`config.mk`:
```
export PLATFORM = sky130hd
export DESIGN_NAME = prog_loader
export DESIGN_NICKNAME = d
export VERILOG_FILES = /design/src/rtl/loader_pkg.sv /design/src/rtl/word_assembler.sv /design/src/rtl/prog_loader.sv
export SDC_FILE = /design/constraint.sdc
export NUM_CORES = 1
export LEC_CHECK = 0
export CAP_MARGIN = 20
export CORE_ASPECT_RATIO = 1.25
export CORE_MARGIN = 10
export CORE_UTILIZATION = 43
export DETAILED_ROUTE_END_ITERATION = 8
export PLACE_DENSITY_LB_ADDON = 0.3
export SLEW_MARGIN = 0
export SYNTH_ARGS = -nofsm -noshare
export SYNTH_HDL_FRONTEND = slang
export SYNTH_SLANG_ARGS = --single-unit
```
`constraint.sdc`:
```
create_clock -name i_clk -period 3.1 [get_ports i_clk]
set_input_delay 0.775 -clock i_clk [delete_from_list [all_inputs] [get_ports i_clk]]
set_output_delay 0.775 -clock i_clk [all_outputs]
set_load 0.1 [all_outputs]
```
`src/rtl/loader_pkg.sv`:
```
// Shared definitions for the program loader: FSM states and image framing constants.
package loader_pkg;

  typedef enum logic [3:0] {
    S_IDLE    = 4'd0,
    S_MAGIC   = 4'd1,
    S_LEN_HI  = 4'd2,
    S_LEN_LO  = 4'd3,
    S_DATA_HI = 4'd4,
    S_DATA_LO = 4'd5,
    S_WRITE   = 4'd6,
    S_CHK     = 4'd7,
    S_FIN     = 4'd8
  } state_t;

  localparam logic [7:0] MAGIC_DEFAULT = 8'hA5;
  localparam int unsigned HDR_LEN = 3;  // MAGIC, LEN_HI, LEN_LO
  localparam int unsigned TRL_LEN = 1;  // checksum byte

  // States in which the loader accepts an image byte.
  function automatic logic rx_state(input state_t s);
    return (s == S_MAGIC)   || (s == S_LEN_HI)  || (s == S_LEN_LO) ||
           (s == S_DATA_HI) || (s == S_DATA_LO) || (s == S_CHK);
  endfunction

endpackage

```
`src/rtl/word_assembler.sv`:
```
// Latches a high/low byte pair into a 16-bit word and keeps a running XOR of every data byte.
// Both update on the edge that accepts the byte; clear resets only the checksum.
module word_assembler (
  input  logic        i_clk,
  input  logic        i_rst,
  input  logic        i_clr,
  input  logic        i_ld_hi,
  input  logic        i_ld_lo,
  input  logic [7:0]  i_byte,
  output logic [15:0] o_word,
  output logic [7:0]  o_chk
);

  logic [15:0] r_word;
  logic [7:0]  r_chk;

  always_ff @(posedge i_clk) begin
    if (i_rst) begin
      r_word <= '0;
      r_chk  <= '0;
    end else begin
      if (i_ld_hi) r_word[15:8] <= i_byte;
      if (i_ld_lo) r_word[7:0]  <= i_byte;
      if (i_clr)
        r_chk <= '0;
      else if (i_ld_hi || i_ld_lo)
        r_chk <= r_chk ^ i_byte;
    end
  end

  assign o_word = r_word;
  assign o_chk  = r_chk;

endmodule

```
`src/rtl/prog_loader.sv`:
```
// Byte-stream program loader: parses MAGIC/LEN/data/CHK and writes 16-bit words to instruction RAM.
// One word per 3 cycles at best; the source is stalled via o_rx_ready outside byte-accepting states.
module prog_loader
  import loader_pkg::*;
#(
  parameter int unsigned       ADDR_W    = 16,
  parameter logic [ADDR_W-1:0] BASE_ADDR = '0,
  parameter logic [15:0]       MAX_WORDS = 16'd32768,
  parameter logic [7:0]        MAGIC     = MAGIC_DEFAULT
) (
  input  logic              i_clk,
  input  logic              i_rst,
  input  logic              i_start,
  input  logic [7:0]        i_rx_data,
  input  logic              i_rx_valid,
  output logic              o_rx_ready,
  output logic [ADDR_W-1:0] o_mem_addr,
  output logic [15:0]       o_mem_data,
  output logic              o_mem_we,
  output logic              o_cpu_hold,
  output logic              o_busy,
  output logic              o_done,
  output logic              o_err
);

  state_t            r_state;
  logic              r_rx_ready;
  logic              r_mem_we;
  logic              r_busy;
  logic              r_done;
  logic              r_err;
  logic [ADDR_W-1:0] r_mem_addr;
  logic [7:0]        r_len_hi;
  logic [15:0]       r_len;
  logic [15:0]       r_cnt;

  logic              w_xfer;
  logic              w_clr;
  logic              w_ld_hi;
  logic              w_ld_lo;
  logic [15:0]       w_len;
  logic [16:0]       w_cnt_inc;
  logic [15:0]       w_word;
  logic [7:0]        w_chk;

  assign w_xfer    = i_rx_valid & r_rx_ready;
  assign w_clr     = (r_state == S_IDLE) & i_start;
  assign w_ld_hi   = w_xfer & (r_state == S_DATA_HI);
  assign w_ld_lo   = w_xfer & (r_state == S_DATA_LO);
  assign w_len     = {r_len_hi, i_rx_data};
  assign w_cnt_inc = {1'b0, r_cnt} + 17'd1;

  word_assembler u_asm (
    .i_clk   (i_clk),
    .i_rst   (i_rst),
    .i_clr   (w_clr),
    .i_ld_hi (w_ld_hi),
    .i_ld_lo (w_ld_lo),
    .i_byte  (i_rx_data),
    .o_word  (w_word),
    .o_chk   (w_chk)
  );

  // r_rx_ready is set on every transition so it always equals rx_state(r_state).
  always_ff @(posedge i_clk) begin
    if (i_rst) begin
      r_state    <= S_IDLE;
      r_rx_ready <= 1'b0;
      r_mem_we   <= 1'b0;
      r_busy     <= 1'b0;
      r_done     <= 1'b0;
      r_err      <= 1'b0;
      r_mem_addr <= BASE_ADDR;
      r_len_hi   <= '0;
      r_len      <= '0;
      r_cnt      <= '0;
    end else begin
      r_mem_we <= 1'b0;
      case (r_state)
        S_IDLE: begin
          if (i_start) begin
            r_state    <= S_MAGIC;
            r_rx_ready <= rx_state(S_MAGIC);
            r_busy     <= 1'b1;
            r_done     <= 1'b0;
            r_err      <= 1'b0;
            r_cnt      <= '0;
            r_mem_addr <= BASE_ADDR;
          end
        end
        S_MAGIC: begin
          if (w_xfer) begin
            if (i_rx_data != MAGIC) begin
              r_err      <= 1'b1;
              r_state    <= S_FIN;
              r_rx_ready <= 1'b0;
            end else begin
              r_state <= S_LEN_HI;
            end
          end
        end
        S_LEN_HI: begin
          if (w_xfer) begin
            r_len_hi <= i_rx_data;
            r_state  <= S_LEN_LO;
          end
        end
        S_LEN_LO: begin
          if (w_xfer) begin
            r_len <= w_len;
            if (w_len > MAX_WORDS) begin
              r_err      <= 1'b1;
              r_state    <= S_FIN;
              r_rx_ready <= 1'b0;
            end else if (w_len == 16'd0) begin
              r_state <= S_CHK;
            end else begin
              r_state <= S_DATA_HI;
            end
          end
        end
        S_DATA_HI: begin
          if (w_xfer) r_state <= S_DATA_LO;
        end
        S_DATA_LO: begin
          if (w_xfer) begin
            r_state    <= S_WRITE;
            r_rx_ready <= 1'b0;
            r_mem_we   <= 1'b1;
          end
        end
        S_WRITE: begin
          // Address and data hold through this cycle; the address steps as we leave.
          r_cnt      <= w_cnt_inc[15:0];
          r_mem_addr <= r_mem_addr + ADDR_W'(2);
          r_rx_ready <= 1'b1;
          if (w_cnt_inc == {1'b0, r_len})
            r_state <= S_CHK;
          else
            r_state <= S_DATA_HI;
        end
        S_CHK: begin
          if (w_xfer) begin
            if (i_rx_data == w_chk)
              r_done <= 1'b1;
            else
              r_err <= 1'b1;
            r_state    <= S_FIN;
            r_rx_ready <= 1'b0;
          end
        end
        S_FIN: begin
          r_busy  <= 1'b0;
          r_state <= S_IDLE;
        end
        default: begin
          r_state    <= S_IDLE;
          r_rx_ready <= 1'b0;
          r_busy     <= 1'b0;
        end
      endcase
    end
  end

  assign o_rx_ready = r_rx_ready;
  assign o_mem_addr = r_mem_addr;
  assign o_mem_data = w_word;
  assign o_mem_we   = r_mem_we;
  assign o_cpu_hold = r_busy;
  assign o_busy     = r_busy;
  assign o_done     = r_done;
  assign o_err      = r_err;

endmodule
```
==> metrics.txt <==
outcome complete, no violations; CP max stage delay 500 ps; Worst Path Required between 3000 and 4000 ps; Seq/Total Area, Yosys 39.6%; clk_lat worst skew 340 ps; ratio of cells with drive above 1 in the final layout between 10% and 20%; CP arrival about 2700 ps; Antenna Cells 0; RSZ-0062 raised after global routing no; Storage cell area 0.00176 mm2; EDFF count, synth 0; min cycle time layout ~2500 ps; flops & latches, synth 88; pin count of the biggest net entering global routing 46; nets 601; total setup buffers inserted after CTS 0; synth unique cells 57; Area Overhead vs Synth 17.3%; main combinational cell family by area after synthesis simple AND/OR/NAND/NOR gates; Relative slew margins 57.9%; clock tree buffer depth 2; critical path's slowest cell clkdlybuf4s50_1; max cap viols 0; final setup vio count 0; Max Transition Viols Final 0; top cell type's share of synthesized area 39.6%; hpwl dp 7.92 mm; final worst path period share 80.0%; top-count cell post-synth dfxtp_1; XOR/XNOR share of the synthesized area 7.68%; final-report hold violation count 0; CP top delay family simple AND/OR/NAND/NOR gates; global-route wire length before repair 18.6 mm; footprint of the multi-input gates 0.00245 mm2; Post-Syn Area 0.00445 mm2; post-CTS sizing 0; core area approximately 0.01 mm2; CP Cell Sequence clkdlybuf4s50_1, and2_0, and3_1, nand2_1, mux2i_1, nor2_1; CP max FO 10; Synth Area in Adders 0.563%; Iter 0 DRT Violations 271; DR pass1 iterations 4; clock sinks 88; Buf+Inv Stages, Crit Path 1; Clock Skew 5.54 ps; vias post-DR between 3000 and 4000; syn nets 567; Die Wd roughly 110 um; Min Hold Slack 470 ps; synth top area cells dfxtp_1 (40%), nor2_1 (7.2%), mux2i_1 (5.9%); placed cell areas 0.00490 mm2; Total Neg Setup Slack 0 ps; largest area contributor in the netlist dfxtp_1; Max IR drop VDD 0.318 mV; Worst Hold Class register to register; Fmax 403 MHz; Post-Synthesis Cells 553; Synth Area in Simple Gates 25.8%; synth cell count leaders dfxtp_1 (88), nor2_1 (85), nand2_1 (68), a21oi_1 (46), clkbuf_1 (30); Starting Density roughly 44%; Critical Path Start Type primary input; io pins 50; P per Cell Area 517 mW/mm2; number of global-route vias before repair 3898; post-synthesis compound-gate area fraction 14.3%; Clock Root Buffer clkbuf_16; cts bufs inserted 9; Routability Congestion 0.837; standard-cell row count 41; Synth Warn # 0; final WL 10.9 mm; Filler Cell Count about 960; Die Height 134 um; # port buffers 48; Top FF cell, synth dfxtp_1; hold buffer count at CTS 0; post-route cell area 0.00521 mm2; DRC Markers 0; clock-pin transition on the worst setup and hold timing paths 60 ps; DR vias/cell 5.47; TritonCTS clock tree done; multiplexer area fraction after synthesis 6.61%; kind of end point of the critical path register; initial antenna violation count 0; gr usage total 14.7%; Routed wire per std cell 15.1 um; Setup CP Type primary input to register; Mean Syn Cell Area between 8 and 9 um2; leakage power 2.03 nW; post-synthesis async set-or-reset flop share 0%; H-tree depth 3; antenna-violating nets left 0; final global-route overflow total 0; die area 0.0148 mm2; Least-Margin Pin Slew 631 ps
cells by family after synthesis:
logic type	Yosys count
and+or+nand+nor	241
muxes	29
AOI/OAI and AO/OA	106
adders and majority gates	2
DFF	88
buffers and inverters	47
other	1
xor gates and xnor gates	39
metrics by stage:
stage	utilization, %	power [mW]	setup WS [ps]	instances
final	51.6	2.69	621	720
after CTS	51.6	2.71	552	720
after detailed placement	48.5	1.57	292	705
after global placement	48.5	1.56	382	705
after global routing	51.6	2.79	396	720
after floorplan	-	1.47	673	553
worst paths after layout:
path                   start              end  slack, ps  cells past startpoint
hold / removal      r_len[0]         r_len[0]        470                      2
hold reg to reg     r_len[0]         r_len[0]        470                      2
setup / recovery  i_rx_valid  u_asm.o_word[0]        620                      6
setup reg to reg  r_state[1]       r_state[0]        630                      6
sequential cells by signal (all words and copies together), names as in the netlist:
| register | cells |
|---|---|
| o_rx_ready | 1 |
| o_done | 1 |
| r_len_hi | 8 |
| u_asm.o_word | 16 |
| o_busy | 1 |
| o_mem_addr | 15 |
| r_state | 4 |
| o_err | 1 |
| r_len | 16 |
| o_mem_we | 1 |
| u_asm.o_chk | 8 |
| r_cnt | 16 |
power breakdown:
part           switching, mW  internal (mW)  leakage [nW]  total, mW
Sequential            0.0252           1.15         0.710       1.17
Combinational          0.256          0.112          1.17      0.368
Clock                  0.450          0.703         0.153       1.15
final cells by class:
class,count,share of cell area [%]
Multi-Input combinational cell,418,47.0
Sequential cell,88,33.8
Timing Repair Buffer,65,9.79
Clock buffer,10,4.39
Tap cell,129,3.10
Clock inverter,5,1.58
Inverter,5,0.360
layout by cell type, fill, tap and decap left out, drive strengths merged, types with 6 or more instances in the layout:
cell type / count
dfxtp: 88
xor2: 22
buf: 55
a22oi: 6
a21oi: 46
and3: 9
nor3: 15
nand2: 68
mux2i: 26
nor4: 7
xnor2: 17
nand3: 18
clkdlybuf4s50: 10
o21ai: 23
clkbuf: 10
nor2: 85
nand4: 11
tightest hold or removal path: stages (launching register included):
cell and delay, ps:
dfxtp_1 320, nand2_1 50, a21oi_1 50
per-layer routing:
layer | share of wire (%) | vias up | wire (um) | global-route usage [%]
li1 | - | 1990 | - | -
met3 | 4.9 | 13 | 535 | 3.86
met1 | 44 | 1856 | 4800 | 16.9
met4 | 1.7 | 0 | 180 | 5.36
met2 | 49 | 82 | 5390 | 25.4
met5 | 0 | - | 0 | 0
Note: power is estimated with default switching activity, not from simulation.
